`src/rtl/present_tI_pkg.sv`:
```
// Shared definitions for the 3-share threshold PRESENT core: nibble width,
// G bit positions, buffer occupancy encoding and the per-share G function.
package present_tI_pkg;

   localparam int NIB_W = 4;

   localparam int G_X = 3;
   localparam int G_Y = 2;
   localparam int G_Z = 1;
   localparam int G_W = 0;

   typedef enum logic [1:0] {
      OCC_EMPTY = 2'd0,
      OCC_ONE   = 2'd1,
      OCC_TWO   = 2'd2
   } occ_e;

   // One output share of G from the two other input shares (aj = share j, ak = share k).
   // Each quadratic term ab is split as a_j b_j ^ a_j b_k ^ a_k b_j.
   function automatic logic [NIB_W-1:0] g_share(input logic [NIB_W-1:0] aj,
                                                 input logic [NIB_W-1:0] ak);
      logic             q_yz;
      logic             q_yw;
      logic             q_xy;
      logic [NIB_W-1:0] res;
      q_yz = (aj[G_Y] & aj[G_Z]) ^ (aj[G_Y] & ak[G_Z]) ^ (ak[G_Y] & aj[G_Z]);
      q_yw = (aj[G_Y] & aj[G_W]) ^ (aj[G_Y] & ak[G_W]) ^ (ak[G_Y] & aj[G_W]);
      q_xy = (aj[G_X] & aj[G_Y]) ^ (aj[G_X] & ak[G_Y]) ^ (ak[G_X] & aj[G_Y]);
      res[G_X] = aj[G_X] ^ q_yz ^ q_yw;
      res[G_Y] = aj[G_W] ^ q_xy;
      res[G_Z] = aj[G_Y] ^ aj[G_Z];
      res[G_W] = aj[G_Z] ^ q_yw;
      return res;
   endfunction

endpackage

```
`src/rtl/sbox_quad_share.sv`:
```
// Combinational slice: one 4-bit output share of G from the two input shares
// it is allowed to see (never its own index).
import present_tI_pkg::*;

module sbox_quad_share (
   input  logic [NIB_W-1:0] aj,
   input  logic [NIB_W-1:0] ak,
   output logic [NIB_W-1:0] g
);

   assign g = g_share(aj, ak);

endmodule

```
`src/rtl/sbox_quad_stage.sv`:
```
// Registered 3-share G stage with a main + skid elastic buffer on valid/ready.
// Optional macro SBOX_REMASK_EN adds port r and refreshes the shares on capture.
import present_tI_pkg::*;

module sbox_quad_stage #(
   parameter int NIB = 1
) (
   input  logic                 clk,
   input  logic                 rst_n,
   input  logic                 in_valid,
   output logic                 in_ready,
   input  logic [NIB_W*NIB-1:0] x1,
   input  logic [NIB_W*NIB-1:0] x2,
   input  logic [NIB_W*NIB-1:0] x3,
   output logic                 out_valid,
   input  logic                 out_ready,
   output logic [NIB_W*NIB-1:0] y1,
   output logic [NIB_W*NIB-1:0] y2,
   output logic [NIB_W*NIB-1:0] y3,
   output logic [1:0]           occ
`ifdef SBOX_REMASK_EN
   ,
   input  logic [8*NIB-1:0]     r
`endif
);

   localparam int W = NIB_W * NIB;

   logic [2:0][W-1:0] x_sh;
   logic [2:0][W-1:0] g_sh;
   logic [2:0][W-1:0] cap_sh;

   logic [2:0][W-1:0] main_q, main_d;
   logic [2:0][W-1:0] skid_q, skid_d;
   occ_e              occ_q, occ_d;
   logic              in_ready_q, in_ready_d;

   logic in_fire;
   logic out_fire;

   assign x_sh[0] = x1;
   assign x_sh[1] = x2;
   assign x_sh[2] = x3;

   // Output share gi is fed by shares gi+1 and gi+2 only (non-completeness).
   genvar gi, gn;
   generate
      for (gi = 0; gi < 3; gi++) begin : g_share_idx
         for (gn = 0; gn < NIB; gn++) begin : g_nib
            sbox_quad_share u_share (
               .aj (x_sh[(gi + 1) % 3][gn*NIB_W +: NIB_W]),
               .ak (x_sh[(gi + 2) % 3][gn*NIB_W +: NIB_W]),
               .g  (g_sh[gi][gn*NIB_W +: NIB_W])
            );
         end
      end

`ifdef SBOX_REMASK_EN
      for (gn = 0; gn < NIB; gn++) begin : g_remask
         assign cap_sh[0][gn*NIB_W +: NIB_W] = g_sh[0][gn*NIB_W +: NIB_W] ^ r[gn*8 +: 4];
         assign cap_sh[1][gn*NIB_W +: NIB_W] = g_sh[1][gn*NIB_W +: NIB_W] ^ r[gn*8+4 +: 4];
         assign cap_sh[2][gn*NIB_W +: NIB_W] = g_sh[2][gn*NIB_W +: NIB_W]
                                              ^ r[gn*8 +: 4] ^ r[gn*8+4 +: 4];
      end
`else
      for (gi = 0; gi < 3; gi++) begin : g_pass
         assign cap_sh[gi] = g_sh[gi];
      end
`endif
   endgenerate

   assign out_valid = (occ_q != OCC_EMPTY);
   assign in_fire   = in_valid & in_ready_q;
   assign out_fire  = out_valid & out_ready;

   always_comb begin
      main_d = main_q;
      skid_d = skid_q;
      occ_d  = occ_q;
      case (occ_q)
         OCC_EMPTY: begin
            if (in_fire) begin
               main_d = cap_sh;
               occ_d  = OCC_ONE;
            end
         end
         OCC_ONE: begin
            if (in_fire && out_fire) begin
               main_d = cap_sh;
            end else if (in_fire) begin
               skid_d = cap_sh;
               occ_d  = OCC_TWO;
            end else if (out_fire) begin
               occ_d = OCC_EMPTY;
            end
         end
         OCC_TWO: begin
            // in_ready is low here, so only the drain can happen
            if (out_fire) begin
               main_d = skid_q;
               occ_d  = OCC_ONE;
            end
         end
         default: occ_d = OCC_EMPTY;
      endcase
      in_ready_d = (occ_d != OCC_TWO);
   end

   always_ff @(posedge clk) begin
      if (!rst_n) begin
         main_q     <= '0;
         skid_q     <= '0;
         occ_q      <= OCC_EMPTY;
         in_ready_q <= 1'b1;
      end else begin
         main_q     <= main_d;
         skid_q     <= skid_d;
         occ_q      <= occ_d;
         in_ready_q <= in_ready_d;
      end
   end

   assign y1       = main_q[0];
   assign y2       = main_q[1];
   assign y3       = main_q[2];
   assign occ      = occ_q;
   assign in_ready = in_ready_q;

endmodule

```
`config.mk`:
```
export PLATFORM = sky130hd
export DESIGN_NAME = sbox_quad_stage
export DESIGN_NICKNAME = d
export VERILOG_FILES = /design/src/rtl/present_tI_pkg.sv /design/src/rtl/sbox_quad_share.sv /design/src/rtl/sbox_quad_stage.sv
export SDC_FILE = /design/constraint.sdc
export NUM_CORES = 1
export LEC_CHECK = 0
export ABC_AREA = 1
export BUFFER_PORTS_ARGS = -buffer_cell sky130_fd_sc_hd__buf_2
export CAP_MARGIN = 30
export CORE_MARGIN = 2
export CORE_UTILIZATION = 30
export CTS_CLUSTER_SIZE = 8
export DETAILED_ROUTE_END_ITERATION = 7
export HOLD_SLACK_MARGIN = 0.08
export SLEW_MARGIN = 30
export SYNTH_ARGS = -nofsm -noshare
export SYNTH_HDL_FRONTEND = slang
export SYNTH_SLANG_ARGS = --single-unit
```
`constraint.sdc`:
```
create_clock -name clk -period 1.5 [get_ports clk]
set_input_delay 0.075 -clock clk [delete_from_list [all_inputs] [get_ports clk]]
set_output_delay 0.075 -clock clk [all_outputs]
set_load 0.02 [all_outputs]
```
==> flow_metrics.py <==
metrics = {
    "status": {
        "status": "finished, final reports clean",
    },
    "sta": {
        "finalSetupViolCount": 0,
        "rsz0062_at_grt": "false",
        "hold_ws_ns": 0.0977,
        "slew_violations": 0,
        "period_share": 0.859,
        "fin_tns_setup_ns": 0,
        "hold_viol": 0,
        "clock.fmax_mhz": 776,
        "maxSlewHeadroom": 0.717,
        "period_minus_slack_ns": 1.29,
        "finClkSkew_ns": 0.00349,
        "tightestPinTransition_ns": 0.424,
    },
    "layout": {
        "finalNetCount": 318,
        "fillCellCount": 637,
        "syn_to_final_growth_pct": 15.1,
        "insertedDiodeCount": 0,
        "drive_gt1_frac": 0.154,
        "final_util": 0.353,
    },
    "detailed_routing": {
        "drt_pre_antenna_iters": 4,
        "route.met3.wl_um": 97,
        "met1_length_um": 1870,
        "dr_total_vias": 1685,
        "dr.max_layer_used": "met3",
        "drt_iter0_markers": 56,
        "final_antenna_net_count": 0,
        "routed_wirelength_um": 3910,
        "drc": 0,
        "wl_met2_um": 1940,
        "routedWlPerCell_um": 10.6,
        "vias_per_cell": 4.55,
    },
    "synth": {
        "synth_compound_area_frac": 0.151,
        "syn_area_um2": 1660,
        "synthXorXnorAreaFrac": 0.0159,
        "yosys.area_share.simple": 0.349,
        "syn_inst": 268,
        "ys_ff_latch": 27,
        "synthAdderAreaFrac": 0.0227,
        "synth_mux_area_frac": 0,
        "yosysMostFrequentCell": "nand2_1",
        "synth.distinct_cells": 21,
        "ys_seq_area_frac": 0.326,
        "async_flop_share": 0,
        "synth_top_cell_by_area": "dfxtp_1",
        "yosysWarnings": 0,
        "synthTopCellsByCount": "86 x nand2_1, 32 x inv_1, 28 x nand3_1",
        "avgSynthCellArea_um2": 6.18,
        "synth_area_leaders": "dfxtp_1 33%, nand2_1 19%, nand3_1 8.5%",
        "syn-num-nets": 287,
        "yosysTopAreaCellShare": 0.326,
        "synth_edf_count": 0,
        "synth_top_family_by_area": "simple AND/OR/NAND/NOR gates",
        "synth_ff_type": "dfxtp_1",
    },
    "flow_run": {
        "max-cap-violations": 0,
    },
    "placement": {
        "io_buffers": 31,
        "dp_hpwl_um": 2930,
        "gp_congestion": 0.763,
    },
    "setup_path": {
        "reg2regPathDepth": 6,
        "crit_fanout": 15,
        "r2r_slack_ns": 0.21,
        "worstSetupStartpointType": "register",
        "end_kind": "register",
        "path_class": "register to register",
        "reg2reg_to": "y1[1]$_SDFFE_PN0P_",
        "crit_required_ns": 1.68,
        "arrival_ns": 1.47,
        "timing.rr.start": "occ[1]$_SDFF_PN0_",
    },
    "die": {
        "initial_core_util": 0.306,
        "coreArea_um2": 5410,
        "io_pins": 32,
        "core.rowCount": 27,
        "die_w_um": 78.3,
        "die_h_um": 78.3,
        "dieArea_um2": 6130,
    },
    "pwr": {
        "irDropWorstVdd_mv": 0.412,
        "p_leak_uw": 0.00110,
        "p_per_area_nw_per_um2": 873,
        "total_power_uw": 1670,
    },
    "grt": {
        "grtUsageTotal": 0.133,
        "grt_max_degree": 17,
        "antenna_found_initial": 0,
        "grt_pass1_vias": 1463,
        "grt_pass1_wl_um": 6690,
        "grt_overflow": 0,
    },
    "cts": {
        "holdBufCountCts": 1,
        "path_clk_slew_ns": 0.09,
        "cts.sinks": 27,
        "cts_setup_buffers": 0,
        "cts_made_buffers": 3,
        "cts_tree": "done",
        "cts_root_buf": "clkbuf_8",
        "clkLatencyLatePin_ns": 0.27,
        "cts_resized": 0,
        "cts.htree.levels": 1,
        "cts_max_path_buffers": 2,
    },
    "min_path": {
        "holdCritPathClass": "input port to register",
        "worstHoldStart": "in_valid",
        "hold_path_end": "occ[0]$_SDFF_PN0_",
        "holdPathStages": 4,
    },
}
-- where the power goes --
group          switching, uW  internal (uW)  total (uW)  leakage [uW]
clock network            228            186         415     0.0000255
logic                    295            159         455      0.000850
registers               27.5            769         796      0.000222
-- sequential cells by signal, summed over array words and instances, names as in the netlist --
signal / flops
in_ready: 1
occ: 2
skid_q: 12
y1: 4
y2: 4
y3: 4
-- worst max-delay path, cell delays in order, from the launching register on --
cell and delay [ns]:
dfxtp_1 0.38, inv_1 0.11, nor2_4 0.11, o22ai_2 0.10
inv_2 0.22, nand3_1 0.14, o211a_1 0.13
-- per-layer routing --
metal,track usage,vias to the layer above
met5,0,-
met2,0.243,15
met3,0.0230,0
li1,-,904
met1,0.165,766
met4,0.0211,0
-- layout make-up --
class / count / area (um^2) / area share
Clock buffer: 3 / 41.3 / 0.0217
Timing Repair Buffer: 36 / 195 / 0.102
Sequential cell: 27 / 541 / 0.283
Multi-Input combinational cell: 193 / 892 / 0.468
Tap cell: 72 / 90.1 / 0.0472
Inverter: 38 / 143 / 0.0748
Clock inverter: 1 / 5.00 / 0.00262
-- through the flow --
stage          area, um^2  std cells  setup WS, ns
2_1_floorplan        1660        268         0.176
3_3_place_gp         1850        365         0.225
3_5_place_dp         1850        365         0.203
4_1_cts              1910        370         0.188
5_1_grt              1910        370        0.0260
6_report             1910        370         0.211
-- cells in the final DEF (no fill, tap or decap) --
| cell | instances |
|---|---|
| o211a_1 | 3 |
| nand4_1 | 1 |
| o21ai_1 | 4 |
| a21oi_1 | 19 |
| nand3_1 | 28 |
| clkbuf_8 | 3 |
| clkinv_2 | 1 |
| o21ai_0 | 17 |
| o22ai_2 | 1 |
| ha_1 | 3 |
| nor2_4 | 1 |
| dlygate4sd3_1 | 1 |
| inv_1 | 32 |
| inv_2 | 5 |
| buf_2 | 31 |
| nor2_1 | 26 |
| clkinv_1 | 1 |
| buf_4 | 4 |
| o31ai_1 | 1 |
| nand2_1 | 86 |
| dfxtp_1 | 27 |
| xor2_1 | 3 |
-- how the worst max path moves through the flow --
stage                       from                  to  slack, ns  cells after the start
6_report       occ[1]$_SDFF_PN0_  y1[1]$_SDFFE_PN0P_       0.21                      6
5_1_grt        occ[0]$_SDFF_PN0_  y1[3]$_SDFFE_PN0P_       0.03                      5
4_1_cts        occ[1]$_SDFF_PN0_  y1[1]$_SDFFE_PN0P_       0.19                      6
3_5_place_dp   occ[1]$_SDFF_PN0_  y1[1]$_SDFFE_PN0P_       0.20                      6
3_3_place_gp   occ[1]$_SDFF_PN0_  y1[1]$_SDFFE_PN0P_       0.22                      6
2_1_floorplan  occ[0]$_SDFF_PN0_  y1[1]$_SDFFE_PN0P_       0.18                      5
-- logic make-up (layout without fill, tap and decap cells) --
group | after synthesis | in the layout
adders and majority gates | 3 | 3
DFF | 27 | 27
AOI/OAI and AO/OA | 45 | 45
buffers and inverters | 48 | 78
xor gates and xnor gates | 3 | 3
and+or+nand+nor | 142 | 142
(Power assumes the default switching activity.)
